$ cat src/rtl/alu_writeback_buffer.sv
// In-order writeback buffer between the ALU bitwise units and the register-file write port.
// Optional zero-latency bypass when empty: define WB_BYPASS_EN.
module alu_writeback_buffer #(
  parameter int WIDTH  = 16,
  parameter int ADDR_W = 3,
  parameter int DEPTH  = 4
) (
  input  logic                     clk,
  input  logic                     reset,
  input  logic                     in_valid,
  output logic                     in_ready,
  input  logic [WIDTH-1:0]         in_result,
  input  logic [ADDR_W-1:0]        in_dest,
  output logic                     wb_valid,
  input  logic                     wb_ready,
  output logic [WIDTH-1:0]         wb_data,
  output logic [ADDR_W-1:0]        wb_addr,
  output logic                     zero_flag,
  output logic                     neg_flag,
  output logic [$clog2(DEPTH):0]   count
);

  localparam int PTR_W = $clog2(DEPTH);
  localparam int CNT_W = PTR_W + 1;
  localparam logic [CNT_W-1:0] FULL_CNT = CNT_W'(DEPTH);

  typedef struct packed {
    logic [ADDR_W-1:0] addr;
    logic [WIDTH-1:0]  data;
  } entry_t;

  entry_t           mem_q [DEPTH];
  logic [PTR_W-1:0] wr_ptr_q, wr_ptr_d;
  logic [PTR_W-1:0] rd_ptr_q, rd_ptr_d;
  logic [CNT_W-1:0] count_q, count_d;
  logic             zero_q, zero_d;
  logic             neg_q, neg_d;

  logic   empty, full, push, pop, wb_fire;
  entry_t in_entry, head;

  assign in_entry = '{addr: in_dest, data: in_result};
  assign empty    = (count_q == '0);
  assign full     = (count_q == FULL_CNT);
  // in_ready depends on occupancy only, never on wb_ready.
  assign in_ready = !full;

`ifdef WB_BYPASS_EN
  logic bypass;
  // An empty buffer forwards the incoming result straight to the write port.
  assign bypass   = empty && in_valid;
  assign wb_valid = !empty || in_valid;
  assign head     = !empty ? mem_q[rd_ptr_q] : (bypass ? in_entry : '0);
  assign push     = in_valid && in_ready && !(bypass && wb_ready);
  assign pop      = !empty && wb_ready;
`else
  assign wb_valid = !empty;
  assign head     = empty ? '0 : mem_q[rd_ptr_q];
  assign push     = in_valid && in_ready;
  assign pop      = wb_valid && wb_ready;
`endif

  assign wb_fire   = wb_valid && wb_ready;
  assign wb_data   = head.data;
  assign wb_addr   = head.addr;
  assign zero_flag = zero_q;
  assign neg_flag  = neg_q;
  assign count     = count_q;

  always_comb begin
    wr_ptr_d = wr_ptr_q;
    rd_ptr_d = rd_ptr_q;
    count_d  = count_q;
    zero_d   = zero_q;
    neg_d    = neg_q;
    if (push) wr_ptr_d = wr_ptr_q + PTR_W'(1);
    if (pop)  rd_ptr_d = rd_ptr_q + PTR_W'(1);
    case ({push, pop})
      2'b10:   count_d = count_q + CNT_W'(1);
      2'b01:   count_d = count_q - CNT_W'(1);
      default: count_d = count_q;
    endcase
    // Flags track what actually reached the register file, bypassed or buffered.
    if (wb_fire) begin
      zero_d = (head.data == '0);
      neg_d  = head.data[WIDTH-1];
    end
  end

  always_ff @(posedge clk or posedge reset) begin
    if (reset) begin
      wr_ptr_q <= '0;
      rd_ptr_q <= '0;
      count_q  <= '0;
      zero_q   <= 1'b0;
      neg_q    <= 1'b0;
    end else begin
      wr_ptr_q <= wr_ptr_d;
      rd_ptr_q <= rd_ptr_d;
      count_q  <= count_d;
      zero_q   <= zero_d;
      neg_q    <= neg_d;
    end
  end

  // Storage needs no reset: the output is gated by occupancy.
  always_ff @(posedge clk) begin
    if (push) mem_q[wr_ptr_q] <= in_entry;
  end

endmodule

$ cat config.mk
export PLATFORM = sky130hd
export DESIGN_NAME = alu_writeback_buffer
export DESIGN_NICKNAME = d
export VERILOG_FILES = /design/src/rtl/alu_writeback_buffer.sv
export SDC_FILE = /design/constraint.sdc
export NUM_CORES = 1
export LEC_CHECK = 0
export ABC_AREA = 1
export BUFFER_PORTS_ARGS = -buffer_cell sky130_fd_sc_hd__buf_2
export CAP_MARGIN = 20
export CORE_AREA = 4 4 92 94
export DETAILED_ROUTE_END_ITERATION = 8
export DIE_AREA = 0 0 96 98
export GPL_TIMING_DRIVEN = 0
export HOLD_SLACK_MARGIN = 0.12
export PLACE_DENSITY = 0.74
export SYNTH_ARGS = -nofsm -noshare
export SYNTH_HDL_FRONTEND = slang
export SYNTH_SLANG_ARGS = --single-unit
$ cat constraint.sdc
create_clock -name clk -period 1.9 [get_ports clk]
set_input_delay 0.19 -clock clk [delete_from_list [all_inputs] [get_ports clk]]
set_output_delay 0.19 -clock clk [all_outputs]
set_load 0.02 [all_outputs]
; ---- Word-level counts from Yosys, hierarchy flattened
; Memory sizes are Yosys's and may differ from the RTL's.
; Cells that the tools add are included.
[op_classes]
muxes = 4
n_reduce_logical = 7
addsub = 4
eq_ne = 3
[ops]
columns = op, count
row1 = $mux 19, 1
row2 = $logic_not 16->1, 1
row3 = $pmux 3 s2, 1
row4 = $add 2x1->2 const B, 2
row5 = $add 3x1->3 const B, 1
row6 = $eq 3x3->1 const B, 1
row7 = $logic_not 3->1, 1
row8 = $sub 3x1->3 const B, 1
row9 = $eq 2x1->1 const B, 1
row10 = $eq 2x2->1 const B, 1
row11 = $logic_and 1x1->1, 2
row12 = $logic_not 1->1, 2
row13 = $mux 1, 2
row14 = $reduce_bool 2->1, 1
[word_totals]
ramBits = 76
ff_bits = 9
word_cells = 24
in_bits = 23
memories = 1
[mem_list]
columns = name, depth, width, rd, rd_ports_with_merged_regs, write_ports, line_no
row1 = mem_q, 4, 19, 1, 0, 1, 32  ; entry_t mem_q [DEPTH];

; ---- Depth between registers and ports, before layout
; Gate-level depths: netlist of the first run.
[depth]
ltp_word = 5
mapped_depth = 12
ltp_nobuf = 10

; ---- Worst setup path after synthesis of the first run
; Ideal clock, no wire load.
[synth_path]
path_kind = reg-to-reg
startpoint = reg count_q[1], in the netlist count[1]
endpoint = mem mem_q[0][0] in the netlist's numbering, enable pin
period_less_slack_ns = 2.329
slack_ns = -0.429
t_arrival_ns = 1.934
path_buffers = 0
path_stages_with_launch = 5
path_cell_list = dfrtp_1 inv_1 nand3_1 nand2_1 nor2_1
[synth_via]
elab_chain_cells = 5
[synth_rtl]
columns = item, line_no
row1 = "start, declared", 35  ; logic [CNT_W-1:0] count_q, count_d;
row2 = "start signal, assigned", 100  ; count_q <= count_d;
row3 = $eq 3x3->1, 44  ; assign full = (count_q == FULL_CNT);
row4 = $logic_not 1->1, 46  ; assign in_ready = !full;
row5 = named net in_ready, 11  ; output logic in_ready,
row6 = $logic_and 1x1->1, 59  ; assign push = in_valid && in_ready;
row7 = $mux 1, 108  ; if (push) mem_q[wr_ptr_q] <= in_entry;
row8 = $mux 1 (implied by the code), 108
row9 = "end, declared", 32
; The timed path passes the listed nets, and every way through them passes these cells.

; ---- Final worst setup path of the first run
[layout_path]
startpoint = reg count_q[1], in the netlist count[1]
endpoint = reg count_q[2], in the netlist count[2]
[layout_via]
elab_chain_cells = 5
word_cells_on_any_way = 12
[layout_rtl]
columns = item, line_no
row1 = $logic_not 3->1 (*), 43  ; assign empty = (count_q == '0);
row2 = $logic_not 1->1 (*), 57  ; assign wb_valid = !empty;
row3 = $logic_and 1x1->1 (*), 60  ; assign pop = wb_valid && wb_ready;
row4 = named net pop, 39  ; logic empty, full, push, pop, wb_fire;
row5 = $eq 2x1->1 or $eq 2x2->1 (tied branches), 78  ; case ({push, pop})
row6 = $pmux 3 s2 or $reduce_bool 2->1 (tied branches), --
; Mark *: on every way through the listed nets, which the timed path passes. The rest lies on a longest branch.
; A chain may end at the register's enable or synchronous reset.

==> flow_summary.yaml, run 1 <==
drt:
  via_per_inst: 4.78
  drt-pass1-iter-count: 4
  detail_route.wirelength_um: 8440
  wl_per_cell_um: 14.7
  drtIter0Drc: 188
  ant_nets: 0
  via_count: 2739
  drc_errors: 0
layout:
  seqCellArea_mm2: 0.00251
  n_antenna_cell: 0
  syn_to_final_growth_pct: 30.1
  fillers: 560
  multi_input_area_um2: 996
  layout-drive-gt1-share: 0.253
  final_nets: 495
global_routing:
  grt_pass1_vias: 2714
  track_usage: 0.182
  grt_max_degree: 20
  grt_overflow: 0
  antenna_found_initial: 0
  grt_pass1_wl_um: 12800
clocking:
  clockBufferDepth: 2
  tritoncts: "built"
  clkTransAtPathRegs_ps: 80
  htree_levels: 3
  clock_sinks: 85
  clockRootBuffer: "clkbuf_8"
  cts-buffers-inserted: 9
  clk_latency_ps: 350
timing:
  finalCritPeriodShare: 0.987
  hold_slack_ps: 178
  slew_headroom: 0.572
  skew_ps: 5.76
  hold_viol_final: 0
  setup_viol: 0
  tightest_slew_ps: 641
  rsz0062_at_grt: "true"
  drv_slew: 0
  fmax_mhz: 533
  fin_crit_ps: 1880
floorplan:
  die_h_um: 98
  die_area_mm2: 0.00941
  rows: 32
  die_x_um: 96
  ios: 49
  core_area_mm2: 0.00765
  start_util: 0.494
job:
  maxCapViolations: 0
yosys:
  synth-seq-cells: 85
  synth_top_cells_by_area: "edfxtp_1 (60%), nand2_1 (12%), inv_1 (7.1%), dfrtp_1 (6.0%), nand3_1 (3.4%)"
  synth-main-ff-cell: "edfxtp_1"
  seq_area_frac_synth: 0.664
  synth_warnings: 0
  netlist_instances: 372
  synth_edf_count: 76
  syn_area_mm2: 0.00378
  syn_avg_cell_area_um2: 10.2
  synth.most_common_cell: "nand2_1"
  synth_top_area_cell: "edfxtp_1"
  synth_top_area_frac: 0.604
  syn_nets: 401
  synth_common_cells: "nand2_1 (118), edfxtp_1 (76), inv_1 (71), nand3_1 (26), nor2_1 (24)"
  synth_cell_types: 22
  async_flop_share: 0.106
setup_path:
  path_delay_family: "adder cells"
  path_buf_inv: 2
  critical_path_class: "reg -> reg"
  cp-end-kind: "flop"
  path_cells: "nor3_4 > buf_4 > nor2_4 > ha_1 > inv_1 > fa_1 > a21oi_1 > o21ai_1 > xnor2_1"
  cp_max_fo: 4
  worstPathRequired_ps: 2140
  worst_path_max_delay_cell: "dfrtp_2"
  start_kind: "flop"
  critPathMaxStageDelay_ps: 440
  critPathArrivalTime_ps: 2120
place:
  gp_congestion: 0.796
  dp_hpwl_um: 5300
  port_buffers: 48
pwr:
  peakVddDrop_mv: 0.974
  total_power_mw: 8.20
  powerDensity_mw_per_mm2: 1670
  cellLeakagePower_nw: 2.27
min_path:
  hold_class: "in -> reg"
status:
  status: "completed"
-- registers in the layout, indices dropped and copies added, names as in the netlist --
name	cells
mem_q	76
zero_flag	1
count	3
wr_ptr_q	2
neg_flag	1
rd_ptr_q	2
-- what timing repair did --
action	in CTS	in global routing
endpoints found under the setup margin	41	17
endpoints found under the hold margin	85	0
hold buffers	20	0
gates cloned	0	3
pin swaps	1	7
buffers inserted	3	6
gates resized for setup	12	38
-- worst reg2reg max path, delay by kind of cell, from the launching register on --
| kind | cells | cell delay, ps |
|---|---|---|
| flip-flops | 1 | 440 |
| XOR/XNOR | 1 | 130 |
| AO/OA/AOI/OAI | 2 | 230 |
| buffers and inverters | 2 | 220 |
| adder cells (fa/ha/maj) | 2 | 560 |
| AND/OR/NAND/NOR | 2 | 200 |
-- where the power goes --
group / switching [mW] / total (mW) / internal, mW
combinational: 2.65 / 4.32 / 1.67
clock: 0.635 / 1.24 / 0.606
sequential: 0.153 / 2.64 / 2.49
total: 3.44 / 8.20 / 4.76
-- cells in the final DEF, fill, tap and decap left out, drive strengths merged --
| master | instances |
|---|---|
| a21oi | 7 |
| dfrtp | 9 |
| inv | 73 |
| bufinv | 1 |
| xor2 | 3 |
| nor2 | 24 |
| fa | 1 |
| ha | 5 |
| nand2 | 120 |
| nor3 | 1 |
| clkbuf | 16 |
| o21ai | 10 |
| clkinv | 4 |
| buf | 71 |
| nand3 | 26 |
| clkinvlp | 1 |
| edfxtp | 76 |
| xnor2 | 2 |
| o21a | 1 |
| dlygate4sd3 | 20 |
-- final timing paths --
kind,from,end,slack [ps],depth (start not counted)
setup / recovery,count[1]$_DFFE_PP0P_,count[2]$_DFFE_PP0P_,20,9
hold / removal,in_valid,wr_ptr_q[0]$_DFFE_PP0P_,180,3
setup reg to reg,count[1]$_DFFE_PP0P_,count[2]$_DFFE_PP0P_,20,9
hold reg to reg,neg_flag$_DFFE_PP0P_,neg_flag$_DFFE_PP0P_,510,1
max in group asynchronous,reset,count[2]$_DFFE_PP0P_,1240,3
min in group asynchronous,reset,zero_flag$_DFFE_PP0P_,370,3
-- metal layers --
layer / track usage / up-vias / wire [um]
met3: 0.0239 / 15 / 550
li1: - / 1357 / -
met1: 0.222 / 1278 / 3320
met5: 0 / - / 0
met4: 0.0963 / 0 / 187
met2: 0.307 / 89 / 4380
-- final cells by class --
class,instances,share of cell area
Buffer,14,0.0280
Clock buffer,10,0.0260
Clock inverter,6,0.0130
Inverter,73,0.0578
Multi-Input combinational cell,200,0.203
Sequential cell,85,0.511
Tap cell,102,0.0260
Timing Repair Buffer,83,0.136
-- metrics by stage --
step / setup slack, ps / cells / instance area, um^2 / utilization / TNS, ps
after floorplan: 5.71 / 372 / 3810 / - / 0
after global placement: -112 / 522 / 4180 / 0.547 / -6280
after detailed placement: -181 / 525 / 4240 / 0.554 / -2450
after CTS: 7.97 / 564 / 4690 / 0.613 / 0
after global routing: -80.1 / 573 / 4920 / 0.643 / -226
final: 24.0 / 573 / 4920 / 0.643 / 0
-- logic make-up (layout without fill, tap and decap cells) --
kind of cell / count (synthesis) / in the layout / share of synthesized area
simple gates: 171 / 171 / 0.183
fa+ha+maj: 6 / 6 / 0.0219
xor+xnor: 5 / 5 / 0.0116
flops: 85 / 85 / 0.664
compound gates: 18 / 18 / 0.0245
buf+inv: 87 / 186 / 0.0954
(Power assumes the default switching activity.)
==> run 2: changes to the inputs <==
==> constraint.sdc (replaced) <==
create_clock -name clk -period 1.7 [get_ports clk]
set_input_delay 0.17 -clock clk [delete_from_list [all_inputs] [get_ports clk]]
set_output_delay 0.17 -clock clk [all_outputs]
set_load 0.02 [all_outputs]
==> run 2 against run 1 <==
Compared with the run above:
- the run now ends with setup timing left
- critical path depth grew 2
- sequential share of layout area is 6.5 points lower
- final area is 15% higher
- via count grew 12%
- setup slack worse by 230 ps
- hold slack improved by 85 ps
- critical path type is now reg -> out
- first-iteration DRC count rose by 73%
- utilization grew 9.3 points
- global-route usage is 3.3 points higher
- die area stayed put
- critical endpoint is now wb_data[13]
- final cell count increased by 3.8%
- highest routed layer unchanged
- combinational power up 65%
==> flow_summary.yaml, run 2 (synthesized netlist as in run 1, its figures left out) <==
pwr:
  cellLeakagePower_nw: 2.53
  peakVddDrop_mv: 1.29
  powerDensity_mw_per_mm2: 2060
  total_power_mw: 11.6
drt:
  wl_met2_um: 5610
  drtIter0Drc: 326
  drc_errors: 0
  drt-pass1-iter-count: 6
  via_per_inst: 5.15
  drt-met1-wl_um: 3900
  ant_nets: 0
  wl_met3_um: 971
  top_layer: "met4"
  via_count: 3065
  detail_route.wirelength_um: 10800
  wl_per_cell_um: 18.2
floorplan:
  core_area_mm2: 0.00765
  die_area_mm2: 0.00941
  ios: 49
  die_h_um: 98
  die_x_um: 96
  start_util: 0.494
  rows: 32
layout:
  final_nets: 519
  layout-drive-gt1-share: 0.432
  n_antenna_cell: 0
  final_cells: 595
  final_common_cell: "edfxtp_1"
  fillers: 440
  top_register: "mem_q"
  final_util: 0.736
  stdcell_area_mm2: 0.00563
  seqCellArea_mm2: 0.00251
  layout_common_cells: "edfxtp_1 (76), nand2_1 (75), inv_1 (55), buf_6 (28), buf_2 (28)"
  multi_input_area_mm2: 0.00132
  largest_register_ffs: 76
  syn_to_final_growth_pct: 49.0
timing:
  fin_crit_ps: 1910
  slew_headroom: 0.719
  tightest_slew_ps: 420
  rsz0062_at_grt: "true"
  hold_viol_final: 0
  fmax_mhz: 524
  skew_ps: 7.31
  setup_viol: 23
  finalWorstSetupSlack_ps: -208
  finalCritPeriodShare: 1.12
  drv_slew: 0
global_routing:
  grt_overflow: 0
  track_usage: 0.215
  grt_max_degree: 20
  grt_pass1_wl_um: 15000
  grt_pass1_vias: 2968
  antenna_found_initial: 0
clocking:
  clockBufferDepth: 2
  tritoncts: "built"
  clockRootBuffer: "clkbuf_8"
  clock_sinks: 85
  cts-buffers-inserted: 9
  clk_latency_ps: 360
  clkTransAtPathRegs_ps: 80
  htree_levels: 3
setup_path:
  reg2reg_from: "count[1]$_DFFE_PP0P_"
  r2r_slack_ps: -160
  path_buf_inv: 6
  critical_path_class: "reg -> out"
  worst_path_max_delay_cell: "dfrtp_1"
  reg2regPathDepth: 7
  path_cells: "inv_2 > buf_8 > buf_12 > buf_6 > nand2_2 > nand2_1 > nand2_1 > nand2_2 > nand2_4 > inv_2 > buf_6"
  critPathMaxStageDelay_ps: 420
  cp_max_fo: 5
  reg2reg_to: "count[1]$_DFFE_PP0P_"
  worstPathRequired_ps: 1530
  critPathArrivalTime_ps: 1740
  path_delay_family: "buffers and inverters"
  start_kind: "flop"
  cp-end-kind: "output pin"
min_path:
  hold_class: "in -> reg"
  holdCritStartpoint: "wb_ready"
  hold_path_depth: 4
  whs_endpoint: "zero_flag$_DFFE_PP0P_"
place:
  dpl.cell_count: 523
  dp_hpwl_um: 5220
  gp_congestion: 0.828
  placed_area_mm2: 0.00423
  port_buffers: 48
job:
  maxCapViolations: 0
status:
  violations: "setup timing"
  status: "complete, but fails checks"
-- run 2: cell types whose count changed in the layout (fill, tap and decap cells not counted), sizes merged --
| cell | previous run | this run |
|---|---|---|
| clkbuf | 16 | 11 |
| buf | 71 | 99 |
| bufinv | 1 | 2 |
| clkinv | 4 | 2 |
-- run 2: metrics by stage --
| step | hold WS [ps] | setup TNS (ps) | setup WS, ps |
|---|---|---|---|
| 2_1_floorplan | -2.28 | -195 | -109 |
| 3_3_place_gp | 152 | -21040 | -301 |
| 3_5_place_dp | 148 | -19250 | -369 |
| 4_1_cts | 246 | -3650 | -151 |
| 5_1_grt | 281 | -4780 | -289 |
| 6_report | 263 | -3510 | -208 |
-- run 2: power breakdown --
group / leakage (nW) / internal, mW / total (mW) / switching (mW)
Combinational: 1.63 / 3.14 / 7.13 / 4.00
Sequential: 0.799 / 2.78 / 2.98 / 0.196
Clock: 0.101 / 0.806 / 1.51 / 0.706
-- run 2: per-layer routing --
metal | vias up | track usage
li1 | 1401 | -
met1 | 1443 | 0.265
met2 | 186 | 0.358
met3 | 35 | 0.0570
met4 | 0 | 0.0821
met5 | - | 0
-- run 2: final cells by class --
class | count | area share
Buffer | 11 | 0.0247
Clock buffer | 9 | 0.0220
Clock inverter | 5 | 0.0138
Inverter | 73 | 0.0505
Multi-Input combinational cell | 200 | 0.235
Sequential cell | 85 | 0.446
Tap cell | 102 | 0.0227
Timing Repair Buffer | 110 | 0.186
-- run 2: worst max-delay path by stage --
stage                                  from               endpoint  slack, ps  cells past startpoint
finish              rd_ptr_q[0]$_DFFE_PP0P_            wb_data[13]       -210                     11
global route        rd_ptr_q[0]$_DFFE_PP0P_            wb_data[13]       -290                     11
CTS                    count[0]$_DFFE_PP0P_            wb_data[10]       -150                      6
detailed placement  wr_ptr_q[0]$_DFFE_PP0P_  mem_q[0][2]$_DFFE_PP_       -370                      4
global placement       count[1]$_DFFE_PP0P_  mem_q[1][8]$_DFFE_PP_       -300                      4
floorplan              count[2]$_DFFE_PP0P_   count[1]$_DFFE_PP0P_       -110                      6
-- run 2: worst register-to-register path: stages (launching register included) --
cell     delay [ps]
dfrtp_2         450
nor3_4          350
buf_6           170
nor2_4           40
ha_4            160
inv_4            50
fa_2            430
o21ai_1         130
-- run 2: repair_timing --
item | CTS | global route
endpoints found under the hold margin | 85 | 0
pin swaps | 23 | 33
resized for setup | 118 | 71
endpoints found under the setup margin | 97 | 71
hold buffers | 20 | 0
gates cloned | 3 | 0
setup buffers | 25 | 14
